## config.mk

```make
export PLATFORM = sky130hd
export DESIGN_NAME = residual_gen
export DESIGN_NICKNAME = d
export VERILOG_FILES = /design/src/rtl/mosaic_pkg.sv /design/src/rtl/residual_lane.sv /design/src/rtl/residual_gen.sv
export SDC_FILE = /design/constraint.sdc
export NUM_CORES = 1
export LEC_CHECK = 0
export BUFFER_PORTS_ARGS = -buffer_cell sky130_fd_sc_hd__buf_4
export CAP_MARGIN = 20
export CORE_AREA = 3 3 304 306
export DETAILED_ROUTE_END_ITERATION = 8
export DIE_AREA = 0 0 307 309
export MAX_ROUTING_LAYER = met4
export PLACE_DENSITY = 0.47
export SLEW_MARGIN = 20
export SYNTH_ARGS = -nofsm -noshare
export SYNTH_HDL_FRONTEND = slang
export SYNTH_HIERARCHICAL = 1
export SYNTH_SLANG_ARGS = --single-unit
```

## constraint.sdc

```tcl
create_clock -name clk -period 2.9 [get_ports clk]
set_clock_uncertainty 0.2 [all_clocks]
set_input_delay 0.435 -clock clk [delete_from_list [all_inputs] [get_ports clk]]
set_output_delay 0.435 -clock clk [all_outputs]
set_load 0.01 [all_outputs]
```

## src/rtl/mosaic_pkg.sv

```systemverilog
// Shared types and sizes for the mosaic stitching pipeline.
package mosaic_pkg;

  localparam int unsigned ROW_PIX   = 32;
  localparam int unsigned PIX_W     = 8;
  localparam int unsigned ROW_IDX_W = 5;

  typedef logic [PIX_W-1:0] pix_t;

  typedef enum logic [1:0] {
    IDLE = 2'd0,
    RUN  = 2'd1,
    DONE = 2'd2
  } rg_state_t;

endpackage

```

## src/rtl/residual_lane.sv

```systemverilog
// One residual lane: cur/ref pixel to an unsigned 8-bit residual.
// RESIDUAL_ABS_EN selects |cur-ref|; otherwise clamp(cur-ref+128, 0, 255).
module residual_lane
  import mosaic_pkg::*;
(
  input  pix_t cur_pix,
  input  pix_t ref_pix,
  output pix_t res
);

`ifdef RESIDUAL_ABS_EN
  always_comb begin
    res = '0;
    if (cur_pix >= ref_pix) res = cur_pix - ref_pix;
    else                    res = ref_pix - cur_pix;
  end
`else
  logic [PIX_W+1:0] biased;
  logic [PIX_W+1:0] ref_ext;
  logic [PIX_W+1:0] diff;

  // Bias cur by 128 first so the subtraction underflows only when the result clamps to 0.
  always_comb begin
    biased  = {2'b00, cur_pix} + (PIX_W+2)'(128);
    ref_ext = {2'b00, ref_pix};
    diff    = biased - ref_ext;
    res     = '0;
    if (biased < ref_ext)          res = '0;
    else if (diff[PIX_W+1:PIX_W] != 2'b00) res = '1;
    else                           res = diff[PIX_W-1:0];
  end
`endif

endmodule

```

## src/rtl/residual_gen.sv

```systemverilog
// Row-residual generator feeding the residual writeback stage.
// Build option RESIDUAL_ABS_EN switches lanes to absolute difference.
module residual_gen
  import mosaic_pkg::*;
#(
  parameter int unsigned POI_DEPTH = 4,
  parameter int unsigned POI_WIDTH = 4
) (
  input  logic                           clk,
  input  logic                           reset,
  input  logic                           start,
  input  logic                           in_valid,
  output logic                           in_ready,
  input  pix_t [ROW_PIX-1:0]             cur_row,
  input  pix_t [ROW_PIX-1:0]             ref_row,
  output logic                           wb_en,
  output logic [POI_DEPTH+POI_WIDTH-1:0] wb_poi_addr,
  output logic [ROW_IDX_W-1:0]           wb_row,
  output pix_t [ROW_PIX-1:0]             wb_residuals,
  output logic                           busy,
  output logic                           frame_done
);

  localparam int unsigned ADDR_W = POI_DEPTH + POI_WIDTH;

  rg_state_t            state;
  logic [ADDR_W-1:0]    poi_cnt;
  logic [ROW_IDX_W-1:0] row_cnt;
  pix_t [ROW_PIX-1:0]   res_c;
  logic                 accept_c;
  logic                 last_row_c;
  logic                 last_poi_c;

  for (genvar i = 0; i < ROW_PIX; i++) begin : g_lane
    residual_lane u_lane (
      .cur_pix (cur_row[i]),
      .ref_pix (ref_row[i]),
      .res     (res_c[i])
    );
  end

  assign accept_c   = in_valid && in_ready;
  assign last_row_c = (row_cnt == ROW_IDX_W'(ROW_PIX - 1));
  assign last_poi_c = (poi_cnt == '1);

  // Frame sequencer; status flags are registered alongside the state.
  always_ff @(posedge clk) begin
    if (reset) begin
      state        <= IDLE;
      in_ready     <= 1'b0;
      busy         <= 1'b0;
      frame_done   <= 1'b0;
      wb_en        <= 1'b0;
      wb_poi_addr  <= '0;
      wb_row       <= '0;
      wb_residuals <= '0;
      poi_cnt      <= '0;
      row_cnt      <= '0;
    end else begin
      wb_en <= 1'b0;
      case (state)
        IDLE, DONE: begin
          if (start) begin
            state      <= RUN;
            in_ready   <= 1'b1;
            busy       <= 1'b1;
            frame_done <= 1'b0;
            poi_cnt    <= '0;
            row_cnt    <= '0;
          end
        end
        RUN: begin
          if (accept_c) begin
            wb_en        <= 1'b1;
            wb_poi_addr  <= poi_cnt;
            wb_row       <= row_cnt;
            wb_residuals <= res_c;
            row_cnt      <= row_cnt + ROW_IDX_W'(1);
            if (last_row_c) poi_cnt <= poi_cnt + ADDR_W'(1);
            if (last_row_c && last_poi_c) begin
              state      <= DONE;
              in_ready   <= 1'b0;
              busy       <= 1'b0;
              frame_done <= 1'b1;
            end
          end
        end
        default: begin
          state    <= IDLE;
          in_ready <= 1'b0;
          busy     <= 1'b0;
        end
      endcase
    end
  end

endmodule

```

==> results of run 1 <==
==> cells in the mapped netlist, types with 4 or more instances <==
cell type,number,share of area (%)
sky130_fd_sc_hd__or3_1,5,0.13
sky130_fd_sc_hd__or4_1,5,0.15
sky130_fd_sc_hd__nor2b_1,33,0.83
sky130_fd_sc_hd__nand2b_1,130,3.3
sky130_fd_sc_hd__dfxtp_1,287,23
sky130_fd_sc_hd__o211ai_2,4,0.20
sky130_fd_sc_hd__buf_2,41,0.83
sky130_fd_sc_hd__mux2i_1,32,1.3
sky130_fd_sc_hd__o31a_1,32,1.1
sky130_fd_sc_hd__ha_1,291,15
sky130_fd_sc_hd__xor2_1,156,5.5
sky130_fd_sc_hd__nand3_1,7,0.14
sky130_fd_sc_hd__o21ai_1,5,0.10
sky130_fd_sc_hd__o21ba_1,31,1.3
sky130_fd_sc_hd__o211a_4,31,2.2
sky130_fd_sc_hd__o211ai_1,61,1.8
sky130_fd_sc_hd__o31ai_1,5,0.15
sky130_fd_sc_hd__nand2_1,677,10
sky130_fd_sc_hd__a21o_1,28,0.85
sky130_fd_sc_hd__o21ai_0,5,0.10
sky130_fd_sc_hd__a21oi_1,693,14
sky130_fd_sc_hd__buf_4,18,0.55
sky130_fd_sc_hd__a21oi_2,63,2.2
sky130_fd_sc_hd__a21o_2,4,0.14
sky130_fd_sc_hd__nor2_1,131,2.0
sky130_fd_sc_hd__o21ai_2,31,1.1
sky130_fd_sc_hd__a21oi_4,32,2.1
sky130_fd_sc_hd__inv_1,356,5.4
sky130_fd_sc_hd__clkbuf_1,35,0.53
sky130_fd_sc_hd__maj3_2,7,0.32
sky130_fd_sc_hd__fa_1,32,2.6
==> repair_timing <==
action | CTS | global route
hold buffers | 1 | 0
endpoints found under the hold margin | 1 | 0
resized for setup | 0 | 0
==> cell families after synthesis <==
kind of cell / share of synthesized area [%]
AO/OA/AOI/OAI: 27.6
AND/OR/NAND/NOR: 17.3
buffers and inverters: 7.39
adder cells (fa/ha/maj): 17.6
flip-flops: 23.2
multiplexers: 1.29
XOR/XNOR: 5.55
==> routing by layer <==
layer / GRT usage [%]
met3: 7.22
met5: -
met4: 5.05
met2: 34.6
met1: 22.5
==> stage by stage <==
| step | hold slack, ps | instances | util (%) | setup slack [ps] | cell area (um2) |
|---|---|---|---|---|---|
| after CTS | 8.30 | 5263 | 37.2 | 723 | 33400 |
| after global placement | 243 | 5183 | 35.5 | 199 | 31900 |
| after floorplan | 246 | 3295 | - | 525 | 24800 |
| after detailed placement | 247 | 5183 | 35.5 | 140 | 31900 |
| after global routing | 56.5 | 5276 | 37.2 | 522 | 33400 |
==> flow_metrics.tcl, run 1 <==
set metrics [dict create \
    outcome "stopped before the end" \
    seq_area_frac_synth_pct 23.2 \
    grt_pass1_vias 24200 \
    clk_root_buffer_cell "sky130_fd_sc_hd__clkbuf_16" \
    synthesized_area_per_cell_um2 7.52 \
    synth.net_count 4134 \
    portBuffers 788 \
    global_route_wire_length_before_repair_um 145000 \
    synth_warnings 6 \
    tritoncts.num_buffers 43 \
    synth-main-ff-cell "sky130_fd_sc_hd__dfxtp_1" \
    cts_max_level 2 \
    failing_step "5_2_route" \
    initial_core_util_pct 27.6 \
    all_layer_global_routing_usage_pct 20.2 \
    place_congestion 0.924 \
    die_h_um 309 \
    grt.overflow.total 0 \
    error_message "[ERROR DRT-0255] Maze Route cannot find path of net clk in worker of routeBox ( 289800 144900 ) ( 307000 193200 )." \
    grt_max_degree 129 \
    num_io_pins 789 \
    tritoncts_num_sinks 287 \
    place.detailed.hpwl_um 80600 \
    clock_tree.buffer_depth 3 \
    fp.dieW_um 307 \
    post_synth_num_cell_types 50 \
    synth_cells 3295 \
    synthArstFlopShare_pct 0 \
    number_of_antenna_violations_at_the_first_check_in_global_routing 15 \
    ffs_latches_synth 287 \
    synth_area_um2 24800 \
    post_cts.repair.setup_buffers 0 \
    synth_edf_count 0 \
    std_cell_rows 110 \
]
==> run 2: changes to the inputs <==
--- a/config.mk
+++ b/config.mk
@@ -7,11 +7,10 @@
 export LEC_CHECK = 0
 export BUFFER_PORTS_ARGS = -buffer_cell sky130_fd_sc_hd__buf_4
 export CAP_MARGIN = 20
-export CORE_AREA = 3 3 304 306
+export CORE_AREA = 3 3 302 304
 export DETAILED_ROUTE_END_ITERATION = 8
-export DIE_AREA = 0 0 307 309
-export MAX_ROUTING_LAYER = met4
-export PLACE_DENSITY = 0.47
+export DIE_AREA = 0 0 305 307
+export PLACE_DENSITY_LB_ADDON = 0.15
 export SLEW_MARGIN = 20
 export SYNTH_ARGS = -nofsm -noshare
 export SYNTH_HDL_FRONTEND = slang
==> run 2 against run 1 <==
Effect of this change: the run now ends clean; synthesized cell count did not move; synthesized area did not move; global-route usage fell by 1.1 points.
==> flow_metrics.tcl, run 2 <==
set metrics [dict create \
    outcome "complete, no violations" \
    layout-area-overhead-vs-synth_pct 34.8 \
    crit_arrival_ps 2600 \
    yosysMostFrequentCell "sky130_fd_sc_hd__a21oi_1" \
    final_min_period_over_clock_period_pct 80.4 \
    cts_max_level 2 \
    largest_area_contributor_in_the_synthesized_netlist "sky130_fd_sc_hd__dfxtp_1" \
    number_of_antenna_violations_at_the_first_check_in_global_routing 15 \
    p_leak_nw 15.9 \
    antenna_left 0 \
    max_slew.worst_pin.slew_ps 737 \
    fraction_of_power_spent_switching_nets_pct 32.6 \
    totalNegativeSetupSlack_ps 0 \
    layout.cells.most_common "sky130_fd_sc_hd__buf_4" \
    num_vias 24500 \
    timing.slew.headroom_pct 50.9 \
    worstSetupEndpointType "flop" \
    grt_pass1_vias 24200 \
    via_per_inst 4.66 \
    final-hold-violation-count 0 \
    clock_tree.buffer_depth 3 \
    hold_end "wb_residuals[136]" \
    power.combinational.fraction_pct 32.2 \
    cp.buffers_inverters 2 \
    power_density_over_the_cells_nw_per_um2 417 \
    timing.final.max_slew_violations 0 \
    worstPathRequired_ps 3170 \
    total_power_draw_mw 13.9 \
    clk_root_buffer_cell "sky130_fd_sc_hd__clkbuf_16" \
    crit-reg2reg-launch "state[0]" \
    fmax_mhz 429 \
    cell_count_after_placement 5170 \
    peakVddDrop_v 0.000332 \
    post_synth_num_cell_types 50 \
    drcViolationCount 0 \
    timing.hold.ws_ps 68.8 \
    drive_gt1_share_pct 25.8 \
    fp.dieW_um 305 \
    total_switching_power_mw 4.53 \
    tritoncts.num_buffers 42 \
    synth_edf_count 0 \
    synthArstFlopShare_pct 0 \
    largestRegisters "wb_residuals x256, poi_cnt x8, wb_poi_addr x8" \
    setup.reg_to_reg.worst_slack_ps 570 \
    mostFrequentLayoutCells "sky130_fd_sc_hd__buf_4, sky130_fd_sc_hd__a21oi_1, sky130_fd_sc_hd__nand2_1" \
    clk_latency_ps 550 \
    synth_cells 3295 \
    all_layer_global_routing_usage_pct 19.2 \
    largest-register "wb_residuals" \
    worstHoldPathCells 5 \
    synthTopCellsByArea "sky130_fd_sc_hd__dfxtp_1, sky130_fd_sc_hd__ha_1, sky130_fd_sc_hd__a21oi_1, sky130_fd_sc_hd__nand2_1, sky130_fd_sc_hd__xor2_1" \
    top_family_by_delay_on_critical_path "buffers and inverters" \
    worstHoldPathType "input port to flop" \
    synth.net_count 4134 \
    setup.worst_path.class "flop to flop" \
    synthesized_area_per_cell_um2 7.52 \
    critical_path.cell_chain "nand4b_1 -> buf_12 -> buf_4 -> nand2_1 -> a21oi_1" \
    stdcell_area_um2 33400 \
    synth_warnings 6 \
    multiInputGateArea_um2 17200 \
    critical-path-max-stage-delay_ps 520 \
    r2r.worst_path.cells 5 \
    clkSlewWorstSetupHoldPaths_ps 60 \
    seq_area_frac_synth_pct 23.2 \
    ffs_latches_synth 287 \
    die_h_um 307 \
    crit_path_start_kind "flop" \
    synth-main-ff-cell "sky130_fd_sc_hd__dfxtp_1" \
    power.clock.fraction_pct 38.6 \
    grt.overflow.total 0 \
    hold_path_startpoint "ref_row[136]" \
    sequential_cell_area_um2 5750 \
    finalWorstPathRequiredPeriod_ps 2330 \
    place_congestion 0.877 \
    std_cell_rows 109 \
    crit-reg2reg-capture "wb_residuals[175]" \
    place.detailed.hpwl_um 77300 \
    portBuffers 788 \
    tritoncts_num_sinks 287 \
    drt_iter0_drc 1024 \
    final.fill_count 9477 \
    totalWireLength_um 94400 \
    global_route_wire_length_before_repair_um 142000 \
    finalNetCount 4889 \
    core_area_um2 88500 \
    largest_reg_flops 256 \
    unrepaired_setup_endpoints_after_global_routing "false" \
    critPathMaxFanout 124 \
    critPathSlowestCell "sky130_fd_sc_hd__buf_4" \
    cell_internal_power_dissipation_mw 9.38 \
    cts_tree "yes" \
    initial_core_util_pct 28.0 \
    routed_wire_length_per_instance_um 18.0 \
    num_io_pins 789 \
    detailedRoute.firstPassIterationCount 6 \
    setup_viol_count_final 0 \
    pwr-share-seq_pct 29.3 \
    layout.cells.non_filler 5257 \
    cts_resized 0 \
    netlist_top_cells_count "sky130_fd_sc_hd__a21oi_1, sky130_fd_sc_hd__nand2_1, sky130_fd_sc_hd__inv_1" \
    yosys.area.top_type_share_pct 23.2 \
    design.die.area_um2 93600 \
    placement_cell_area_um2 31900 \
    cap_viol_max_count 0 \
    grt_max_degree 125 \
    synth_area_um2 24800 \
]
-- run 2: stage by stage --
| stage | util, % | setup WS (ps) |
|---|---|---|
| floorplan | - | 525 |
| global route | 37.7 | 433 |
| finish | 37.7 | 569 |
| CTS | 37.7 | 622 |
| detailed placement | 36.0 | 219 |
| global placement | 36.0 | 238 |
-- run 2: cells by family after synthesis --
logic type	after synthesis	synth area share, %
AO/OA/AOI/OAI	1030	27.6
flip-flops	287	23.2
XOR/XNOR	157	5.55
adder cells (fa/ha/maj)	331	17.6
AND/OR/NAND/NOR	1006	17.3
buffers and inverters	452	7.39
multiplexers	32	1.29
-- run 2: worst reg2reg max path: stages (launching register included) --
cell and delay [ps]:
sky130_fd_sc_hd__dfxtp_1 330, sky130_fd_sc_hd__nand4b_1 290, sky130_fd_sc_hd__buf_12 400, sky130_fd_sc_hd__buf_4 760
sky130_fd_sc_hd__nand2_1 100, sky130_fd_sc_hd__a21oi_1 160
-- run 2: metal layers --
layer | up-vias | GRT usage [%] | share of wire, %
met2 | 579 | 34.1 | 49
li1 | 12600 | - | -
met4 | 6 | 6.46 | 3.1
met5 | - | 0 | 0.043
met3 | 146 | 6.08 | 7.4
met1 | 11200 | 21.6 | 40
-- run 2: cell type report --
cell class	count	share of cell area, %
antenna	11	0.0825
clock buffer	59	3.80
timing repair buffer	807	18.5
clock inverter	16	0.495
multi-input combinational	2556	51.5
tap	1165	4.37
inverter	356	4.00
sequential	287	17.2
-- run 2: repair_timing --
action	4_1_cts	5_1_grt
hold endpoints to repair	1	0
setup buffers	0	0
hold buffers	1	0
-- run 2: worst max path at each step --
stage | start | end | slack (ps) | cells after the start
6_report | state[0] | wb_residuals[175] | 570 | 5
2_1_floorplan | cur_row[112] | wb_residuals[118] | 520 | 10
4_1_cts | state[0] | wb_residuals[175] | 620 | 5
5_1_grt | state[0] | wb_residuals[204] | 430 | 5
3_5_place_dp | cur_row[112] | wb_residuals[118] | 220 | 11
3_3_place_gp | cur_row[112] | wb_residuals[118] | 240 | 11
-- run 2: power by group through the flow --
stage               sequential, mW  clock [mW]  combinational [mW]
global placement              4.16           0                4.49
detailed placement            4.16           0                4.47
floorplan                     4.19           0                2.99
finish                        4.07        5.36                4.47
global route                  4.08        5.71                5.00
CTS                           4.07        5.58                4.50
Power figures use the tool's default switching activity.
==> run 3: changes to the inputs <==
==> constraint.sdc (replaced) <==
create_clock -name clk -period 2.26 [get_ports clk]
set_clock_uncertainty 0.2 [all_clocks]
set_input_delay 0.339 -clock clk [delete_from_list [all_inputs] [get_ports clk]]
set_output_delay 0.339 -clock clk [all_outputs]
set_load 0.01 [all_outputs]
==> run 3 against run 2 <==
Effect of this change: first-iteration DRC count down 1.7%; hold slack got worse by 28 ps; register-to-register slack got worse by 370 ps; design area rose by 6.9%; global-route usage grew 0.70 points; sequential share of layout area shrank 1.1 points; critical path depth increased by 5; utilization rose by 2.6 points.
==> flow_metrics.tcl, run 3 (synthesis gave the netlist of run 2 again) <==
set metrics [dict create \
    num_vias 25600 \
    crit_path_start "ref_row[65]" \
    placement_cell_area_um2 33800 \
    drt_iter0_drc 1007 \
    tritoncts_num_sinks 287 \
    largestRegisters "wb_residuals x256, poi_cnt x8, wb_poi_addr x8" \
    crit_arrival_ps 2520 \
    layout.cells.most_common "sky130_fd_sc_hd__buf_4" \
    power_density_over_the_cells_nw_per_um2 503 \
    layout-area-overhead-vs-synth_pct 44.1 \
    place.detailed.hpwl_um 80700 \
    routed_wire_length_per_instance_um 17.6 \
    worstHoldPathType "input port to flop" \
    cell_count_after_placement 5409 \
    fp.dieW_um 305 \
    global_route_wire_length_before_repair_um 148000 \
    crit_path_start_kind "input port" \
    timing.slew.headroom_pct 61.4 \
    unrepaired_setup_endpoints_after_global_routing "false" \
    final_min_period_over_clock_period_pct 98.5 \
    fmax_mhz 449 \
    outcome "complete, no violations" \
    tritoncts.num_buffers 41 \
    cts_tree "yes" \
    finalWorstPathRequiredPeriod_ps 2230 \
    stdcell_area_um2 35700 \
    totalWireLength_um 97200 \
    initial_core_util_pct 28.0 \
    place_congestion 0.891 \
    grt.overflow.total 0 \
    grt_pass1_vias 25600 \
    multiInputGateArea_um2 17400 \
    finalNetCount 5164 \
    worstHoldPathCells 5 \
    drive_gt1_share_pct 30.1 \
    hold_end "wb_residuals[97]" \
    all_layer_global_routing_usage_pct 19.8 \
    setup_viol_count_final 0 \
    p_leak_nw 17.2 \
    std_cell_rows 109 \
    timing.final.max_slew_violations 0 \
    drcViolationCount 0 \
    worstSetupEndpointType "flop" \
    clk_root_buffer_cell "sky130_fd_sc_hd__clkbuf_16" \
    largest-register "wb_residuals" \
    max_slew.worst_pin.slew_ps 579 \
    num_io_pins 789 \
    hold_path_startpoint "ref_row[97]" \
    setup.worst_path.class "input port to flop" \
    layout.cells.non_filler 5527 \
    number_of_antenna_violations_at_the_first_check_in_global_routing 9 \
    largest_reg_flops 256 \
    die_h_um 307 \
    clock_tree.buffer_depth 3 \
    core_area_um2 88500 \
    antenna_left 0 \
    grt_max_degree 103 \
    worstPathRequired_ps 2550 \
    critPathMaxFanout 8 \
    mostFrequentLayoutCells "sky130_fd_sc_hd__buf_4, sky130_fd_sc_hd__a21oi_1, sky130_fd_sc_hd__nand2_1" \
    sequential_cell_area_um2 5750 \
    peakVddDrop_v 0.000449 \
    design.die.area_um2 93600 \
    crit-reg2reg-launch "row_cnt[0]" \
    crit-reg2reg-capture "poi_cnt[5]" \
    final.fill_count 9395 \
    portBuffers 788 \
    detailedRoute.firstPassIterationCount 5 \
    setup.reg_to_reg.worst_slack_ps 200 \
    via_per_inst 4.63 \
    clk_latency_ps 560 \
    cap_viol_max_count 0 \
    clkSlewWorstSetupHoldPaths_ps 60 \
    total_power_draw_mw 17.9 \
    r2r.worst_path.cells 6 \
    final-hold-violation-count 0 \
    cts_max_level 2 \
]
## run 3: where the power goes
group | internal (mW) | switching (mW)
clock network | 3.71 | 2.60
registers | 5.17 | 0.0667
logic | 3.15 | 3.25
## run 3: cell type report
class	count	area share (%)
Antenna cell	6	0.0421
Clock buffer	62	3.41
Clock inverter	12	0.196
Multi-Input combinational cell	2556	48.6
Tap cell	1165	4.09
Inverter	356	3.75
Sequential cell	287	16.1
Timing Repair Buffer	1083	23.8
## run 3: worst max path at each step
stage,end,cells past startpoint
after floorplan,wb_residuals[118],10
after detailed placement,wb_residuals[104],12
after global placement,wb_residuals[111],11
after CTS,wb_residuals[181],10
final,wb_residuals[71],10
after global routing,wb_residuals[6],11
## run 3: stage by stage
step	utilization (%)	worst slack [ps]	hold WS, ps	setup TNS, ps
2_1_floorplan	-	28.2	246	0
3_3_place_gp	38.2	-241	243	-26060
3_5_place_dp	38.2	-264	247	-29600
4_1_cts	40.1	41.2	0.461	0
5_1_grt	40.3	4.32	26.6	0
6_report	40.3	33.9	41.2	0
## run 3: worst max-delay path: stages
cell,delay [ps]
sky130_fd_sc_hd__dlygate4sd3_1,530
sky130_fd_sc_hd__buf_4,140
sky130_fd_sc_hd__fa_1,430
sky130_fd_sc_hd__nand2b_4,170
sky130_fd_sc_hd__a21oi_2,150
sky130_fd_sc_hd__nor2_1,90
sky130_fd_sc_hd__o211a_4,270
sky130_fd_sc_hd__o21ba_1,220
sky130_fd_sc_hd__nand2_1,50
sky130_fd_sc_hd__a21oi_1,110
## run 3: metal layers
| metal | vias up | part of all wire (%) | GRT usage, % |
|---|---|---|---|
| met4 | 6 | 2.2 | 4.73 |
| met3 | 93 | 7.2 | 5.69 |
| met5 | - | 0.048 | 0 |
| li1 | 13100 | - | - |
| met1 | 11800 | 41 | 23.2 |
| met2 | 567 | 49 | 35.6 |
## run 3: timing repair
action,4_1_cts,5_1_grt
setup endpoints to repair,0,50
gates resized for setup,0,31
hold buffers,37,0
hold endpoints to repair,72,0
buffers inserted,0,1
==> run 4: changes to the inputs <==
--- a/config.mk
+++ b/config.mk
@@ -10,7 +10,7 @@
 export CORE_AREA = 3 3 302 304
 export DETAILED_ROUTE_END_ITERATION = 8
 export DIE_AREA = 0 0 305 307
-export PLACE_DENSITY_LB_ADDON = 0.15
+export SETUP_SLACK_MARGIN = 0.4
 export SLEW_MARGIN = 20
 export SYNTH_ARGS = -nofsm -noshare
 export SYNTH_HDL_FRONTEND = slang
==> run 4 against run 3 <==
Effect of this change: global-route usage grew 0.057 points; utilization is 1.4 points higher; cell count is 0.67% lower; clock power shrank 2%; die area did not move; sequential cell count unchanged; non-clock buffer count fell by 38; critical endpoint is now poi_cnt[5].
==> flow_metrics.tcl, run 4 (synthesis gave the netlist of run 2 again) <==
set metrics [dict create \
    outcome "complete, no violations" \
    die_h_um 307 \
    drcViolationCount 0 \
    global_route_wire_length_before_repair_um 147000 \
    largestRegisters "wb_residuals x256, poi_cnt x8, wb_poi_addr x8" \
    drt_iter0_drc 1241 \
    design.die.area_um2 93600 \
    fraction_of_power_spent_switching_nets_pct 33.2 \
    std_cell_rows 109 \
    critPathMaxFanout 5 \
    total_switching_power_mw 6.09 \
    totalWireLength_um 98700 \
    power.clock.fraction_pct 33.9 \
    fmax_mhz 533 \
    cap_viol_max_count 0 \
    timing.slew.headroom_pct 66.7 \
    largest_reg_flops 256 \
    worstHoldPathType "input port to flop" \
    number_of_antenna_violations_at_the_first_check_in_global_routing 17 \
    cell_internal_power_dissipation_mw 12.2 \
    crit_arrival_ps 2150 \
    grt_max_degree 66 \
    portBuffers 788 \
    tritoncts.num_buffers 39 \
    place.detailed.hpwl_um 81600 \
    peakVddDrop_v 0.000498 \
    final_core_util_pct 41.7 \
    worstSetupEndpointType "flop" \
    via_per_inst 4.73 \
    total_power_draw_mw 18.3 \
    cell_count_after_placement 5369 \
    final_min_period_over_clock_period_pct 83.1 \
    fp.dieW_um 305 \
    tritoncts_num_sinks 287 \
    timing.hold.ws_ps 56.5 \
    crit_path_start_kind "flop" \
    setup_viol_count_final 0 \
    all_layer_global_routing_usage_pct 19.9 \
    worstPathRequired_ps 2530 \
    clkSlewWorstSetupHoldPaths_ps 50 \
    power.combinational.fraction_pct 37.5 \
    clock_tree.buffer_depth 3 \
    grt.overflow.total 0 \
    num_io_pins 789 \
    final-hold-violation-count 0 \
    mostFrequentLayoutCells "sky130_fd_sc_hd__buf_4, sky130_fd_sc_hd__nand2_1, sky130_fd_sc_hd__a21oi_1" \
    cts_max_level 2 \
    setup.worst_path.class "flop to flop" \
    cts_tree "yes" \
    totalNegativeSetupSlack_ps 0 \
    power_density_over_the_cells_nw_per_um2 497 \
    initial_core_util_pct 28.0 \
    unrepaired_setup_endpoints_after_global_routing "true" \
    finalNetCount 5124 \
    p_leak_nw 17.1 \
    place_congestion 0.933 \
    drive_gt1_share_pct 35.1 \
    grt_pass1_vias 25500 \
    layout-area-overhead-vs-synth_pct 48.9 \
    pwr-share-seq_pct 28.6 \
    layout.cells.most_common "sky130_fd_sc_hd__buf_4" \
    antenna_left 0 \
    routed_wire_length_per_instance_um 18.0 \
    layout.cells.non_filler 5490 \
    clk_root_buffer_cell "sky130_fd_sc_hd__clkbuf_16" \
    largest-register "wb_residuals" \
    num_vias 26000 \
    clk_latency_ps 550 \
    core_area_um2 88500 \
    detailedRoute.firstPassIterationCount 8 \
    finalWorstPathRequiredPeriod_ps 1880 \
    timing.final.max_slew_violations 0 \
    max_slew.worst_pin.slew_ps 499 \
]
run 4: metal layers:
metal | share of wire [%] | track usage (%) | up-vias
met5 | 0 | 0 | -
met4 | 4.3 | 9.08 | 0
met3 | 6.8 | 4.83 | 171
met2 | 47 | 33.5 | 712
met1 | 42 | 24.0 | 12000
li1 | - | - | 13100
run 4: repair_timing:
item | CTS | global route
endpoints found under the hold margin | 76 | 0
endpoints found under the setup margin | 13 | 165
gates cloned | 0 | 3
setup buffers | 2 | 4
pin swaps | 2 | 17
gates resized for setup | 12 | 47
hold buffers | 31 | 0
run 4: worst paths after layout:
path,end,slack (ps),start,cells past startpoint
max,poi_cnt[5],380,row_cnt[0],6
max reg2reg,poi_cnt[5],380,row_cnt[0],6
min,state[0],60,in_valid,4
min reg2reg,wb_residuals[114],250,wb_residuals[114],2
run 4: layout make-up:
type	instances	area [um2]
multi-input combinational	2556	18600
clock buffer	54	1130
timing repair buffer	1045	8190
antenna	16	40.0
tap	1165	1460
fill	9063	51600
clock inverter	11	114
sequential	287	5750
inverter	356	1610
run 4: worst max-delay path: stages, from the launching register on:
cell                       delay [ps]
sky130_fd_sc_hd__dfxtp_2          350
sky130_fd_sc_hd__ha_4             140
sky130_fd_sc_hd__and3_4           190
sky130_fd_sc_hd__ha_4             160
sky130_fd_sc_hd__nand4b_4         130
sky130_fd_sc_hd__or4_1            490
sky130_fd_sc_hd__a21oi_1          130
run 4: power by group through the flow:
stage / clock (mW) / combinational, mW / sequential, mW
2_1_floorplan: 0 / 4.22 / 5.37
3_3_place_gp: 0 / 6.64 / 5.34
3_5_place_dp: 0 / 6.68 / 5.34
4_1_cts: 6.45 / 6.78 / 5.23
5_1_grt: 6.62 / 7.58 / 5.24
6_report: 6.21 / 6.87 / 5.23
run 4: per-stage QoR:
stage	cell area [um2]	setup WS [ps]
final	36900	382
after global placement	34900	-212
after detailed placement	34900	-239
after CTS	36500	389
after floorplan	26200	137
after global routing	36900	326
